`src/rtl/mem_bus_arbiter.sv`:
```
// Two-requester round-robin arbiter in front of a single shared peripheral bus.
// One transaction in flight at a time: grant in IDLE, drive bus in ISSUE, report in RESP.

`ifndef MEM_BUS_DEFS
`define MEM_BUS_DEFS
`define ADDR_W        32
`define WORD_W        32
`define MEM_COUNT_W   2
`define MEM_CODE_W    2
`define MEM_CODE_WAIT 2'd0
`endif

module mem_bus_arbiter #(
    parameter int TIMEOUT_CYCLES = 16
) (
    input  logic                     clk,
    input  logic                     reset,
    input  logic                     i_m0_req_valid,
    input  logic [`ADDR_W-1:0]       i_m0_req_addr,
    input  logic [`WORD_W-1:0]       i_m0_req_wr_data,
    input  logic                     i_m0_req_wr_en,
    input  logic [`MEM_COUNT_W-1:0]  i_m0_req_count,
    output logic                     o_m0_req_ready,
    output logic                     o_m0_res_valid,
    output logic [`WORD_W-1:0]       o_m0_res_rd_data,
    output logic [`MEM_CODE_W-1:0]   o_m0_res_code,
    output logic                     o_m0_res_timeout,
    input  logic                     i_m1_req_valid,
    input  logic [`ADDR_W-1:0]       i_m1_req_addr,
    input  logic [`WORD_W-1:0]       i_m1_req_wr_data,
    input  logic                     i_m1_req_wr_en,
    input  logic [`MEM_COUNT_W-1:0]  i_m1_req_count,
    output logic                     o_m1_req_ready,
    output logic                     o_m1_res_valid,
    output logic [`WORD_W-1:0]       o_m1_res_rd_data,
    output logic [`MEM_CODE_W-1:0]   o_m1_res_code,
    output logic                     o_m1_res_timeout,
    output logic [`ADDR_W-1:0]       o_bus_req_addr,
    output logic [`WORD_W-1:0]       o_bus_req_wr_data,
    output logic                     o_bus_req_wr_en,
    output logic [`MEM_COUNT_W-1:0]  o_bus_req_count,
    input  logic [`WORD_W-1:0]       i_bus_res_rd_data,
    input  logic [`MEM_CODE_W-1:0]   i_bus_res_code
);

    typedef enum logic [1:0] {IDLE, ISSUE, RESP} state_t;

    localparam logic [7:0] CNT_LIMIT = 8'(TIMEOUT_CYCLES - 1);

    state_t                  state_q, state_d;
    logic                    grant_q, grant_d;
    logic                    lastGrant_q, lastGrant_d;
    logic [`ADDR_W-1:0]      addr_q, addr_d;
    logic [`WORD_W-1:0]      wrData_q, wrData_d;
    logic                    wrEn_q, wrEn_d;
    logic [`MEM_COUNT_W-1:0] count_q, count_d;
    logic [7:0]              cycleCnt_q, cycleCnt_d;
    logic [`WORD_W-1:0]      rdData_q, rdData_d;
    logic [`MEM_CODE_W-1:0]  code_q, code_d;
    logic                    timeout_q, timeout_d;
    logic                    pick;

    // lastGrant resets to 1 so requester 0 wins the first tie.
    always_ff @(posedge clk) begin
        if (reset) begin
            state_q     <= IDLE;
            grant_q     <= 1'b0;
            lastGrant_q <= 1'b1;
            addr_q      <= '0;
            wrData_q    <= '0;
            wrEn_q      <= 1'b0;
            count_q     <= '0;
            cycleCnt_q  <= '0;
            rdData_q    <= '0;
            code_q      <= '0;
            timeout_q   <= 1'b0;
        end else begin
            state_q     <= state_d;
            grant_q     <= grant_d;
            lastGrant_q <= lastGrant_d;
            addr_q      <= addr_d;
            wrData_q    <= wrData_d;
            wrEn_q      <= wrEn_d;
            count_q     <= count_d;
            cycleCnt_q  <= cycleCnt_d;
            rdData_q    <= rdData_d;
            code_q      <= code_d;
            timeout_q   <= timeout_d;
        end
    end

    always_comb begin
        state_d        = state_q;
        grant_d        = grant_q;
        lastGrant_d    = lastGrant_q;
        addr_d         = addr_q;
        wrData_d       = wrData_q;
        wrEn_d         = wrEn_q;
        count_d        = count_q;
        cycleCnt_d     = cycleCnt_q;
        rdData_d       = rdData_q;
        code_d         = code_q;
        timeout_d      = timeout_q;
        o_m0_req_ready = 1'b0;
        o_m1_req_ready = 1'b0;
        pick           = (i_m0_req_valid && i_m1_req_valid) ? ~lastGrant_q : i_m1_req_valid;

        case (state_q)
            IDLE: begin
                if (i_m0_req_valid || i_m1_req_valid) begin
                    o_m0_req_ready = ~pick;
                    o_m1_req_ready = pick;
                    grant_d        = pick;
                    lastGrant_d    = pick;
                    addr_d         = pick ? i_m1_req_addr    : i_m0_req_addr;
                    wrData_d       = pick ? i_m1_req_wr_data : i_m0_req_wr_data;
                    wrEn_d         = pick ? i_m1_req_wr_en   : i_m0_req_wr_en;
                    count_d        = pick ? i_m1_req_count   : i_m0_req_count;
                    cycleCnt_d     = '0;
                    state_d        = ISSUE;
                end
            end
            ISSUE: begin
                // A terminal code wins over the timeout limit in the same cycle.
                if (i_bus_res_code != `MEM_CODE_WAIT) begin
                    rdData_d  = i_bus_res_rd_data;
                    code_d    = i_bus_res_code;
                    timeout_d = 1'b0;
                    state_d   = RESP;
                end else if (cycleCnt_q == CNT_LIMIT) begin
                    rdData_d  = '0;
                    code_d    = `MEM_CODE_WAIT;
                    timeout_d = 1'b1;
                    state_d   = RESP;
                end else begin
                    cycleCnt_d = cycleCnt_q + 8'd1;
                end
            end
            RESP: begin
                state_d = IDLE;
            end
            default: begin
                state_d = IDLE;
            end
        endcase
    end

    assign o_bus_req_addr    = (state_q == ISSUE) ? addr_q   : '0;
    assign o_bus_req_wr_data = (state_q == ISSUE) ? wrData_q : '0;
    assign o_bus_req_wr_en   = (state_q == ISSUE) && wrEn_q;
    assign o_bus_req_count   = (state_q == ISSUE) ? count_q  : '0;

    assign o_m0_res_valid   = (state_q == RESP) && !grant_q;
    assign o_m0_res_rd_data = o_m0_res_valid ? rdData_q : '0;
    assign o_m0_res_code    = o_m0_res_valid ? code_q   : '0;
    assign o_m0_res_timeout = o_m0_res_valid && timeout_q;

    assign o_m1_res_valid   = (state_q == RESP) && grant_q;
    assign o_m1_res_rd_data = o_m1_res_valid ? rdData_q : '0;
    assign o_m1_res_code    = o_m1_res_valid ? code_q   : '0;
    assign o_m1_res_timeout = o_m1_res_valid && timeout_q;

endmodule

```
`config.mk`:
```
export PLATFORM = sky130hd
export DESIGN_NAME = mem_bus_arbiter
export DESIGN_NICKNAME = d
export VERILOG_FILES = /design/src/rtl/mem_bus_arbiter.sv
export SDC_FILE = /design/constraint.sdc
export NUM_CORES = 1
export LEC_CHECK = 0
export BUFFER_PORTS_ARGS = -buffer_cell sky130_fd_sc_hd__buf_2
export CAP_MARGIN = 10
export CORE_AREA = 2 2 120 122
export CTS_CLUSTER_SIZE = 40
export DETAILED_ROUTE_END_ITERATION = 16
export DIE_AREA = 0 0 122 124
export PLACE_DENSITY = 0.81
export SETUP_SLACK_MARGIN = 0.05
export SLEW_MARGIN = 10
export SYNTH_ARGS = -nofsm -noshare
export SYNTH_HDL_FRONTEND = slang
export SYNTH_SLANG_ARGS = --single-unit
```
`constraint.sdc`:
```
create_clock -name clk -period 2.1 [get_ports clk]
set_input_delay 0.105 -clock clk [delete_from_list [all_inputs] [get_ports clk]]
set_output_delay 0.105 -clock clk [all_outputs]
set_load 0.05 [all_outputs]
```
* Yosys cells after proc, flatten, opt, wreduce, memory -nomap -nowiden
Cells that the tools add are included.
** Cells by class
- Order comparisons :: 0
- Mux-type cells :: 30
- Equality and inequality tests :: 7
- Add/subtract/negate cells :: 1
- Reductions and logical operators :: 16
- Multiply operators :: 0
- Divide/modulo/power cells :: 0
- Shift operators :: 0
- Bitwise gates (word level) :: 2
** Operator list (number)
- $mux 32 :: 8
- $mux 8 :: 3
- $mux 2 :: 9
- $pmux 8 s2 :: 1
- $add 8x1->8 const B :: 1
- $eq 8x4->1 const B :: 1
- $mux 1 :: 8
- $logic_and 1x1->1 :: 6
- $ne 2x2->1 const B :: 3
- $reduce_and 2->1 :: 3
- $reduce_bool 2->1 :: 3
- $pmux 2 s2 :: 1
- $reduce_and 4->1 :: 1
- $ne 3x3->1 const B :: 1
- $eq 2x1->1 const B :: 1
- $eq 2x2->1 const B :: 1
- $logic_not 2->1 :: 1
- $not 1->1 :: 2
- $logic_not 1->1 :: 1
- $logic_or 1x1->1 :: 1
** Word-level totals
- Memory bits (writable) :: 0
- Word-level logic and storage cells :: 67
- ROM bits :: 0
- Output and inout bits :: 141
- Latch bits :: 0
- Memories :: 0
- Flip-flop bits (word level) :: 114

* Longest topological paths before layout
- Depth after elaboration :: 5
- Gate-level depth with buffers :: 7
- Depth with buffers taken out :: 5

* Least setup slack after synthesis
Ideal clock, no wire load.
- Kind :: register -> output
- Start point :: reg state_q[1]
- End point :: out o_m0_res_code[0]
- Setup slack :: 0.018 ns
- Arrival time :: 1.977 ns
- Path buffers :: 1
- Stages on the path, launching flop included :: 4
- Cells stage by stage :: dfxtp_1 > nor3b_1 > clkbuf_1 > and2_1
** Between the ends
- Word-level cells in the longest chain between the ends :: 3
** RTL lines
- start: declaration :: RTL line 50 : state_t state_q, state_d;
- start signal: assignment :: RTL line 78 : state_q <= state_d;
- $eq 2x2->1 :: RTL line 153 : assign o_m0_res_valid = (state_q == RESP) && !grant_q;
- $logic_and 1x1->1 :: RTL line 153
- named net o_m0_res_valid :: RTL line 24 : output logic o_m0_res_valid,
- $mux 2 :: RTL line 155 : assign o_m0_res_code = o_m0_res_valid ? code_q : '0;
- end: declaration :: RTL line 26 : output logic [`MEM_CODE_W-1:0] o_m0_res_code,
The timed path passes the listed nets, and every way through them passes these cells.

* Worst setup path in the final report
- Start point :: reg state_q[0]
- End point :: out o_m1_res_rd_data[31]
** Between the ends
- Word-level cells in the longest chain between the ends :: 3
** RTL lines
- $eq 2x2->1 :: RTL line 158 : assign o_m1_res_valid = (state_q == RESP) && grant_q;
- $logic_and 1x1->1 :: RTL line 158
- $mux 32 :: RTL line 159 : assign o_m1_res_rd_data = o_m1_res_valid ? rdData_q : '0;
- end: declaration :: RTL line 35 : output logic [`WORD_W-1:0] o_m1_res_rd_data,
Every way passes these cells.

==> key figures <==
Layout
  • Filler cell count: 1076
  • Diode count: 0
  • Final #Nets: 1148
  • Final core occ: 0.627
  • Area of the multi-input gates: 2820 um^2
  • Layout cells sized above 1: 0.373
  • Sequential cell area: 2290 um^2
  • Final Cell Area: 8610 um^2
  • Area Overhead vs Synth: 62.5%
  • Post-route insts no fill: 1168

Drt
  • Vias/cell: 5.18
  • Final ANT Viol Nets: 0
  • DRT iter0 DRCs: 555
  • Detailed Routing Iterations Pass 1: 9
  • Via count: 6055
  • Post-Route WL: 18800 um
  • # DRC: 0
  • Drt wl/cell: 16.1 um

Clocking
  • Root Driver: clkbuf_16
  • Clock transition at path regs: 0.05 ns
  • CTS sink cnt: 114
  • Worst-skew pair later-pin latency: 0.40 ns
  • TritonCTS clock tree: yes
  • Number of setup buffers added after CTS: 0
  • Buffers from clock root to sink, at most: 2
  • H-Tree Depth: 4
  • CTS Buf Count: 17

Setup path
  • WP data required: 2.00 ns
  • WS Path Type: reg -> out
  • CP max stage cell: and3b_4
  • Critical path startpoint category: register
  • Crit path DAT: 1.86 ns
  • Cells on worst reg2reg path: 6
  • Worst path max stage delay: 0.52 ns
  • Family with the most delay on the worst path: simple AND/OR/NAND/NOR gates
  • WP buf/inv: 1
  • CP max FO: 36
  • Crit end category: output pin
  • Critical path depth: 3
  • CP Cell Sequence: and3b_4 -> and2_1 -> buf_2

Floorplanning
  • Core area: 13700 um^2
  • DIE HEIGHT: 124 um
  • Starting density of the core: 0.386
  • Total Die Area: 15100 um^2
  • IO Count: 313
  • Cell Rows: 43
  • DIE WIDTH: 122 um

Outcome
  • Status: finished clean

Synth
  • Synth unique cells: 39
  • Cells after synthesis: 585
  • Main synth FF type: dfxtp_1
  • Syn. warnings: 0
  • Avg Inst Size Synth: 9.05 um^2
  • Syn Nets: 758
  • Post-synth ARST share: 0
  • Flops & latches, synth: 114
  • Post-synthesis sequential area ratio: 0.431
  • Post-synth EDFFs: 0
  • Syn Std Cell Area: 5300 um^2

Timing
  • Slew Limit Fails: 0
  • Max_slew headroom: 0.511
  • Worst-Margin Slew: 0.733 ns
  • Max Fclk: 510 MHz
  • Period utilization: 0.935
  • Setup TNS: 0 ns
  • Setup violations, final: 0
  • RSZ-0062 raised after global routing: true
  • Min Hold Slack: 0.0376 ns
  • Clock Skew: 0.00386 ns
  • Min Clock Period, post-route: 1.96 ns
  • Count of final hold-check violations: 0

Place
  • Post-DP HPWL: 11200 um
  • Routability cong.: 0.826
  • Placed Area: 7020 um^2
  • DP Cell Count: 1036
  • I/O Buffers: 312

GRT
  • Vias in the first global route: 5448
  • Total track usage: 0.233
  • Initial antenna violation count: 0
  • Largest net degree at the start of global routing: 69
  • Total grt overflow: 0
  • First-pass GRT wire length: 27500 um

Flow run
  • Max-Cap Viols: 0

Pwr
  • PD cells: 764 nW/um^2
  • Maximum VDD drop: 0.469 mV
  • Leak: 0.00422 uW

Hold path
  • Worst Hold Depth: 3
  • Hold Crit Class: in -> reg
## what timing repair did
| item | CTS | global route |
|---|---|---|
| pin swaps | 0 | 2 |
| hold buffers | 100 | 0 |
| endpoints found under the setup margin | 1 | 48 |
| gates resized for setup | 1 | 6 |
| gates cloned | 0 | 0 |
| endpoints found under the hold margin | 67 | 0 |
## metal layers
layer / vias to the layer above / wire [um] / GRT usage
li1: 2899 / - / -
met1: 2814 / 7370 / 0.270
met2: 312 / 9600 / 0.418
met3: 30 / 1430 / 0.0527
met4: 0 / 355 / 0.0898
met5: - / 0 / 0
## Yosys cell counts (all sizes together) (2+ instances only)
cell	n	area, um^2
and3	2	12.5
o41ai	2	17.5
a21boi	2	15.0
buf	17	82.6
nand3	4	20.0
inv	3	11.3
mux2i	34	340
nand4	4	25.0
a31oi	2	12.5
nor3	3	15.0
a21oi	9	45.0
nand2	5	18.8
clkbuf	37	139
o31ai	3	22.5
and2	140	876
nor2	78	293
a222oi	33	330
o21a	2	15.0
a22o	32	280
o21ai	7	35.0
dfxtp	114	2280
o311ai	3	26.3
a211oi	35	263
## final cells by class
| class | instances | share of cell area |
|---|---|---|
| clock buffer | 23 | 0.0579 |
| clock inverter | 9 | 0.00916 |
| inverter | 3 | 0.00131 |
| multi-input combinational | 414 | 0.328 |
| sequential | 114 | 0.266 |
| tap | 180 | 0.0262 |
| timing repair buffer | 425 | 0.312 |
## kinds of logic after synthesis
logic type,share of synthesized area
AND/OR/NAND/NOR,0.256
flip-flops,0.431
multiplexers,0.0643
AO/OA/AOI/OAI,0.202
adder cells (fa/ha/maj),0.00236
buffers and inverters,0.0439
## layout by cell type, fill, tap and decap left out, drive strengths merged, types with 3 or more instances in the layout
master | synthesis | routed
mux2i | 34 | 34
and2 | 140 | 140
dfxtp | 114 | 114
a211oi | 35 | 35
a21oi | 9 | 9
nor2 | 78 | 78
o31ai | 3 | 3
a22o | 32 | 32
dlygate4sd3 | 0 | 100
o21ai | 7 | 7
nand4 | 4 | 4
inv | 3 | 3
a222oi | 33 | 33
nor3 | 3 | 3
o311ai | 3 | 3
nand2 | 5 | 5
nand3 | 4 | 4
clkinv | 0 | 6
buf | 17 | 325
clkbuf | 37 | 23
## path summary, 6_finish.rpt
path                              from                        end  slack [ns]
max            state_q[0]$_SDFFE_PP0P_       o_m1_res_rd_data[31]        0.14
min                   i_m0_req_addr[0]     addr_q[0]$_SDFFE_PP0P_        0.04
max reg2reg    state_q[1]$_SDFFE_PP0P_   wrData_q[0]$_SDFFE_PP0P_        0.16
min reg2reg  rdData_q[21]$_SDFFE_PP0P_  rdData_q[21]$_SDFFE_PP0P_        0.49
## sequential cells by signal, indices dropped and copies added (netlist names)
signal       cells
count_q          2
timeout_q        1
grant_q          1
addr_q          32
wrEn_q           1
rdData_q        32
wrData_q        32
state_q          2
lastGrant_q      1
code_q           2
cycleCnt_q       8
## worst min-delay path: cells and delay by family
kind            cells  cell delay, ns
compound gates      1            0.08
buf+inv             1            0.10
mux                 1            0.11
## power by group
group / total (uW) / switching [uW] / internal [uW]
Combinational: 1370 / 786 / 585
Sequential: 2470 / 112 / 2360
Clock: 2740 / 965 / 1770
Total: 6580 / 1860 / 4720
## metrics by stage
stage	power [uW]	setup slack, ns
2_1_floorplan	3280	0.142
3_3_place_gp	3660	0.305
3_5_place_dp	3690	0.185
4_1_cts	6600	0.0529
5_1_grt	6860	0.0278
6_report	6580	0.137
(Power assumes the default switching activity.)
